## config.mk

```make
export PLATFORM = sky130hd
export DESIGN_NAME = gameover_mixer
export DESIGN_NICKNAME = d
export VERILOG_FILES = /design/src/rtl/vga_pkg.sv /design/src/rtl/rgb_blend.sv /design/src/rtl/gameover_mixer.sv
export SDC_FILE = /design/constraint.sdc
export NUM_CORES = 1
export LEC_CHECK = 0
export ABC_AREA = 0
export CELL_PAD_IN_SITES_DETAIL_PLACEMENT = 1
export CELL_PAD_IN_SITES_GLOBAL_PLACEMENT = 2
export CORE_MARGIN = 10
export CORE_UTILIZATION = 38
export CTS_BUF_LIST = sky130_fd_sc_hd__clkbuf_16
export DETAILED_ROUTE_END_ITERATION = 7
export DONT_BUFFER_PORTS = 1
export PLACE_DENSITY_LB_ADDON = 0.1
export REMOVE_ABC_BUFFERS = 1
export SLEW_MARGIN = 20
export SYNTH_ARGS = -nofsm -noshare
export SYNTH_HDL_FRONTEND = slang
export SYNTH_SLANG_ARGS = --single-unit
```

## constraint.sdc

```tcl
create_clock -name clk -period 5.3 [get_ports clk]
set_input_delay 1.06 -clock clk [delete_from_list [all_inputs] [get_ports clk]]
set_output_delay 1.06 -clock clk [all_outputs]
set_load 0.01 [all_outputs]
```

## src/rtl/vga_pkg.sv

```systemverilog
// rtl/vga_pkg.sv - shared VGA stream types and constants for the game-over compositing stage
package vga_pkg;

  localparam int unsigned HOR_TOTAL = 1344;
  localparam int unsigned VER_TOTAL = 806;

  // Counter width sized to the larger of the two raster totals
  localparam int unsigned CNT_W = $clog2((HOR_TOTAL > VER_TOTAL) ? HOR_TOTAL : VER_TOTAL);

  typedef logic [11:0] rgb_t;

  typedef enum logic [1:0] {
    HIDDEN = 2'd0,
    FADE   = 2'd1,
    SHOWN  = 2'd2
  } mix_state_t;

  // One pixel of a VGA stream: timing fields plus colour
  typedef struct packed {
    logic [CNT_W-1:0] hcount;
    logic [CNT_W-1:0] vcount;
    logic             hsync;
    logic             vsync;
    logic             hblnk;
    logic             vblnk;
    rgb_t             rgb;
  } vga_t;

endpackage

```

## src/rtl/rgb_blend.sv

```systemverilog
// rtl/rgb_blend.sv - combinational per-channel alpha blend of overlay onto background
module rgb_blend
  import vga_pkg::*;
(
  input  rgb_t       ov,
  input  rgb_t       bg,
  input  logic [4:0] ea,
  output rgb_t       rgb
);

  // Background weight; ea never exceeds 16 so this cannot wrap
  logic [4:0] ea_inv;
  assign ea_inv = 5'd16 - ea;

  // Each channel: (ov*ea + bg*(16-ea)) >> 4; the sum tops out at 240 so 8 bits suffice
  for (genvar c = 0; c < 3; c++) begin : g_ch
    logic [7:0] sum;
    assign sum = ({4'd0, ov[4*c +: 4]} * {3'd0, ea}) + ({4'd0, bg[4*c +: 4]} * {3'd0, ea_inv});
    assign rgb[4*c +: 4] = 4'(sum >> 4);
  end

endmodule

```

## src/rtl/gameover_mixer.sv

```systemverilog
// rtl/gameover_mixer.sv - fades/blinks the game-over overlay onto the VGA stream; GAMEOVER_BLINK_EN enables blinking
module gameover_mixer
  import vga_pkg::*;
#(
  parameter int unsigned FADE_FRAMES  = 2,
  parameter int unsigned BLINK_FRAMES = 30
) (
  input  logic clk,
  input  logic rst,
  input  vga_t vin,
  input  rgb_t ov_rgb,
  input  logic ov_valid,
  input  logic game_over,
  input  logic restart,
  output vga_t vout,
  output logic shown
);

  localparam logic [7:0] FADE_LAST  = 8'(FADE_FRAMES - 1);
  localparam logic [7:0] BLINK_LAST = 8'(BLINK_FRAMES - 1);

  vga_t       vin_a_q;
  vga_t       vout_q, vout_d;
  mix_state_t state_q, state_d;
  logic [4:0] alpha_q, alpha_d;
  logic [7:0] frame_cnt_q, frame_cnt_d;
  logic       blink_on_q, blink_on_d;
  logic       go_prev_q;

  logic       frame_tick;
  logic       go_rise;
  logic [7:0] cnt_last;
  logic       cnt_hit;
  logic [4:0] ea;
  rgb_t       blend_rgb;

  assign frame_tick = (vin_a_q.hcount == '0) && (vin_a_q.vcount == '0);
  assign go_rise    = game_over & ~go_prev_q;
  assign cnt_last   = (state_q == SHOWN) ? BLINK_LAST : FADE_LAST;
  assign cnt_hit    = (frame_cnt_q == cnt_last);
  assign ea         = (ov_valid && (blink_on_q || state_q == FADE)) ? alpha_q : 5'd0;
  assign shown      = (state_q == SHOWN);
  assign vout       = vout_q;

  rgb_blend u_blend (
    .ov  (ov_rgb),
    .bg  (vin_a_q.rgb),
    .ea  (ea),
    .rgb (blend_rgb)
  );

  // Stage B contents: stage-A timing, blended colour, black during blanking
  always_comb begin
    vout_d     = vin_a_q;
    vout_d.rgb = (vin_a_q.hblnk | vin_a_q.vblnk) ? 12'h000 : blend_rgb;
  end

  // Two-stage pipeline: stage A lines vin up with the overlay, stage B holds the output
  always_ff @(posedge clk or posedge rst) begin
    if (rst) begin
      vin_a_q <= '0;
      vout_q  <= '0;
    end else begin
      vin_a_q <= vin;
      vout_q  <= vout_d;
    end
  end

  // Overlay state machine; restart overrides everything else
  always_comb begin
    state_d     = state_q;
    alpha_d     = alpha_q;
    frame_cnt_d = frame_cnt_q;
    blink_on_d  = blink_on_q;
    if (restart) begin
      state_d     = HIDDEN;
      alpha_d     = 5'd0;
      frame_cnt_d = 8'd0;
      blink_on_d  = 1'b0;
    end else begin
      case (state_q)
        HIDDEN: begin
          alpha_d    = 5'd0;
          blink_on_d = 1'b0;
          if (go_rise) begin
            state_d     = FADE;
            frame_cnt_d = 8'd0;
          end
        end
        FADE: begin
          if (frame_tick) begin
            if (cnt_hit) begin
              frame_cnt_d = 8'd0;
              alpha_d     = alpha_q + 5'd1;
              if (alpha_q == 5'd15) begin
                state_d    = SHOWN;
                blink_on_d = 1'b1;
              end
            end else begin
              frame_cnt_d = frame_cnt_q + 8'd1;
            end
          end
        end
        SHOWN: begin
          alpha_d = 5'd16;
`ifdef GAMEOVER_BLINK_EN
          if (frame_tick) begin
            if (cnt_hit) begin
              blink_on_d  = ~blink_on_q;
              frame_cnt_d = 8'd0;
            end else begin
              frame_cnt_d = frame_cnt_q + 8'd1;
            end
          end
`else
          blink_on_d = 1'b1;
`endif
        end
        default: begin
          state_d     = HIDDEN;
          alpha_d     = 5'd0;
          frame_cnt_d = 8'd0;
          blink_on_d  = 1'b0;
        end
      endcase
    end
  end

  // FSM, fade/blink counters and game_over edge register
  always_ff @(posedge clk or posedge rst) begin
    if (rst) begin
      state_q     <= HIDDEN;
      alpha_q     <= 5'd0;
      frame_cnt_q <= 8'd0;
      blink_on_q  <= 1'b0;
      go_prev_q   <= 1'b0;
    end else begin
      state_q     <= state_d;
      alpha_q     <= alpha_d;
      frame_cnt_q <= frame_cnt_d;
      blink_on_q  <= blink_on_d;
      go_prev_q   <= game_over;
    end
  end

endmodule
```

Word level (Yosys, flattened, before mapping). Cells that the tools add are included.

Add/subtract/negate cells: 6. Multipliers: 6. Equality and inequality tests: 9. Mux-type cells: 23. Bitwise operators: 3. Reduce and logical (&&, ||, !) cells: 10.

Operators by type and width (count): multiplier 4 x 5 -> 8 bit (6); two-way mux 8 bit (4); two-way mux 5 bit (5); adder 8 bit (3); one-hot mux 8 bit (3 select lines) (1); logical NOT 11 bit (2); two-way mux 12 bit (1); two-way mux 2 bit (5); one-hot mux 5 bit (2 select lines) (1); != test 3 bit, second input constant (3); adder 8 x 1 -> 8 bit, second input constant (1); equality test 8 x 5 -> 1 bit (1); one-hot mux 2 bit (3 select lines) (1); AND reduction 3 bit (2); adder 5 x 1 -> 5 bit, second input constant (1); equality test 5 x 4 -> 1 bit, second input constant (1); AND reduction 5 bit (1); subtractor 5 bit, first input constant (1); two-way mux 1 bit (4); != test 3 x 2 -> 1 bit, second input constant (1); equality test 2 x 1 -> 1 bit, second input constant (1); equality test 2 bit, second input constant (1); logical AND 1 bit (2); logical NOT 2 bit (1); 7 further kinds (7).

Bits in registers: 93. Input bits: 55. Output and inout port bits: 39. Logic and storage cells: 76.

Depth between registers and ports, before layout.
Word-level depth: 8. Gate-level depth with buffers: 24. Gate-level depth less buffers: 23.

Hierarchy. A second synthesis with hierarchy kept.

Cell total of the unflattened synthesis: 621. Area, all modules: 6561.3 um^2.

By module, submodules not included: rgb_blend (instances 1, cells an instance 399, area each 3380.7 um^2); gameover_mixer (instances 1, cells an instance 222, area each 3180.6 um^2).

Worst setup path before layout. OpenSTA, ideal clock, no wires.

Path kind: input to register. Start point: input port ov_valid. End point: register vout_q (netlist bit vout[3]). Arrival: 5.969 ns. Data required time: 5.178 ns. Path slack: -0.791 ns. Cell stages on the path: 20. Buffers on the path: 1. Cell sequence: o21a_1 > clkbuf_1 > and2_1 > inv_1 > ha_1 > nor3b_1 > o21bai_1 > and2_1 > fa_1 > fa_1 > fa_1 > inv_1 > fa_1 > inv_1 > ha_1 > inv_1 > o41ai_1 > a31o_2 > nand3_1 > nor3b_1.

RTL lines: from (decl) (RTL line gameover_mixer.sv:12) `input logic ov_valid,`; to (signal assigned) (RTL line gameover_mixer.sv:65) `vout_q <= vout_d;`; to (decl) (RTL line gameover_mixer.sv:23) `vga_t vout_q, vout_d;`.

==> flow_summary.toml <==
[outcome]
status = "completed"

[setup_path]
cp.required_ps = 5540
crit_path_start_kind = "input pin"
end_kind = "flop"
worst-path-buf-inv = 5
max_stage_delay_ps = 530
crit_chain = "o21a_1 -> and2_4 -> inv_4 -> ha_4 -> inv_2 -> a21oi_2 -> o21bai_2 -> buf_6 -> and2_4 -> fa_1 -> fa_1 -> fa_1 -> inv_2 -> fa_1 -> inv_2 -> ha_4 -> a21o_1 -> a41o_1 -> a31oi_1 -> nor2_1 -> mux2_2"
cpMostUsedCell = "fa_1"
worstPathMaxFanout = 5
cp_top_family = "adder cells"
path_class = "input pin to flop"
crit_arrival_ps = 5450
cp_slowest_cell = "fa_1"

[routing]
drc = 0
drt_iter0_markers = 163
routed_wirelength_um = 17200
firstDrtPassIters = 4
routed_via_density = 5.04
wire_per_inst_um = 19.0
antenna_left = 0
via_count = 4550

[yosys]
yosysTopAreaCell = "dfrtp_1"
synth_top_area_share_pct = 35.2
yosysWarnings = 0
yosysSeqAreaShare_pct = 35.2
synth_cell_type_count = 54
synth-seq-cells = 93
async_flop_share_pct = 100
postSynthAreaPerCell_um2 = 10.5
synth_ff_type = "dfrtp_1"
syn_area_mm2 = 0.00661
synthCells = 630
ys_top_cells_by_area = "dfrtp_1, fa_1, ha_1, inv_1, and3_1"
yosysMostFrequentCell = "inv_1"
synthTopCellsByCount = "inv_1, dfrtp_1, fa_1"
synth_edf_count = 0

[power_and_ir_drop]
pwr-share-seq_pct = 40.9
p_clk_share_pct = 37.0
p_sw_share_pct = 31.3
vdd_drop_max_mv = 0.165
switchingPower_uw = 612
p_total_uw = 1950
p_leak_uw = 0.00392
p_per_area_mw_per_mm2 = 255
intPower_uw = 1340
comb_power_share_pct = 22.1

[sta]
whs_ps = 364
final.setup.tns_ps = 0
rsz0062_at_grt = "yes"
fin_crit_ps = 5220
finClkSkew_ps = 16.5
hold_violations = 0
slew_headroom_pct = 51.7
setup_viol = 0
worst_pin_slew_ps = 721
max_freq_ghz = 0.192
finalCritPeriodShare_pct = 98.4
slew_violations = 0

[cts]
htreeDepth = 3
cts_root_buf = "clkbuf_16"
cts_buffers = 9
clock_path_buffers = 2
clkSinkCount = 93
clkLatencyLatePin_ps = 350
clkTransAtPathRegs_ps = 70
tritoncts = "yes"

[global_route]
overflow = 0
antenna_found_initial = 1
grt_max_degree = 48
grt_pass1_vias = 5312
grt_pass1_wl_um = 28300
grtUsageTotal_pct = 15.1

[final_layout]
multi_input_area_mm2 = 0.00391
syn2layout_area_growth_pct = 16.0
stdcell_area_mm2 = 0.00767
nets = 844
drive_above_1_share_pct = 15.8
area.sequential_mm2 = 0.00233
fin_cells = 903
fill_cells = 1917

[floorplanning]
die_w_um = 152
io_pins = 94
initial_core_util_pct = 38.5
core-area_mm2 = 0.0172
rows = 48
die_area_mm2 = 0.0231
dieHeight_um = 152

[placement]
finalWeightedCongestion = 0.784
place_inst = 883
dpl_cell_area_mm2 = 0.00715
dp_hpwl_um = 13200
port_buffers = 0

[hold_path]
hold_class = "flop to flop"

[job]
cap_violations = 0
==> layout by cell type (no fill, tap or decap), types with 4 or more instances in the layout <==
master     count
inv_1        111
dfrtp_1       93
fa_1          63
ha_1          49
and3_1        47
buf_4         45
and2_1        40
nand2_1       33
nor2_1        17
xnor2_1       12
o31ai_1       12
o21ai_0       12
clkbuf_16      9
nand2b_1       7
nor4_1         7
inv_2          7
xor2_1         7
nand3_1        7
nor3_1         6
a21oi_2        6
a21o_1         5
nand4_1        4
a31oi_1        4
ha_4           4
==> final timing paths <==
kind                                         from                          to  slack [ps]  cells after the start
hold reg to reg             vin_a_q[14]$_DFF_PP0_          vout[14]$_DFF_PP0_         360                      0
min in group asynchronous                     rst           vout[8]$_DFF_PP0_         650                      1
setup / recovery                         ov_valid          vout[11]$_DFF_PP0_          80                     21
hold / removal              vin_a_q[14]$_DFF_PP0_          vout[14]$_DFF_PP0_         360                      0
setup reg to reg           state_q[1]$_DFFE_PP0P_          vout[11]$_DFF_PP0_         120                     22
max in group asynchronous                     rst  frame_cnt_q[3]$_DFFE_PP0P_        3640                      2
==> routing by layer <==
| layer | track usage [%] | vias up | wire (um) |
|---|---|---|---|
| li1 | - | 2124 | - |
| met1 | 17.7 | 2338 | 7170 |
| met2 | 26.2 | 77 | 8880 |
| met3 | 4.66 | 11 | 950 |
| met4 | 3.94 | 0 | 191 |
| met5 | 0 | - | 0 |
==> flip-flops by register name, summed over array words and instances, names as in the netlist <==
| name | flops |
|---|---|
| vin_a_q | 38 |
| vout | 38 |
| frame_cnt_q | 8 |
| alpha_q | 5 |
| state_q | 2 |
| blink_on_q | 1 |
| go_prev_q | 1 |
==> cell families (layout without fill, tap and decap cells) <==
logic type | Yosys count | in the layout | synth area share, %
AOI/OAI and AO/OA | 62 | 62 | 6.72
xor gates and xnor gates | 22 | 22 | 3.33
adders and majority gates | 117 | 117 | 29.3
buffers and inverters | 136 | 183 | 7.84
DFF | 93 | 93 | 35.2
muxes | 3 | 3 | 0.492
other | 0 | 1 | 0
and+or+nand+nor | 197 | 197 | 17.1
==> final cells by class <==
| type | count | area share [%] |
|---|---|---|
| multi-input cells | 401 | 51.0 |
| flip-flops and latches | 93 | 30.4 |
| inverters | 120 | 5.94 |
| repair buffers | 47 | 4.75 |
| well taps | 225 | 3.67 |
| clock buffers | 9 | 2.94 |
| clock inverters | 7 | 1.27 |
| diodes | 1 | 0.0326 |
==> power by group through the flow <==
stage | registers [uW] | clock network [uW] | logic [uW]
global placement | 811 | 0 | 400
global route | 806 | 773 | 494
CTS | 799 | 744 | 423
finish | 798 | 723 | 432
detailed placement | 812 | 0 | 415
floorplan | 797 | 0 | 269
==> what timing repair did <==
item	in CTS	in global routing
hold buffers	0	0
resized for setup	10	29
setup endpoints to repair	9	9
pin swaps	5	17
buffers inserted	2	1
endpoints found under the hold margin	0	0
==> through the flow <==
stage               setup slack (ps)  util, %
floorplan                      -1110        -
global placement                -435     41.7
detailed placement              -578     41.7
CTS                             4.15     43.9
global route                   -94.4     44.6
finish                          82.3     44.6
Power figures use the tool's default switching activity.
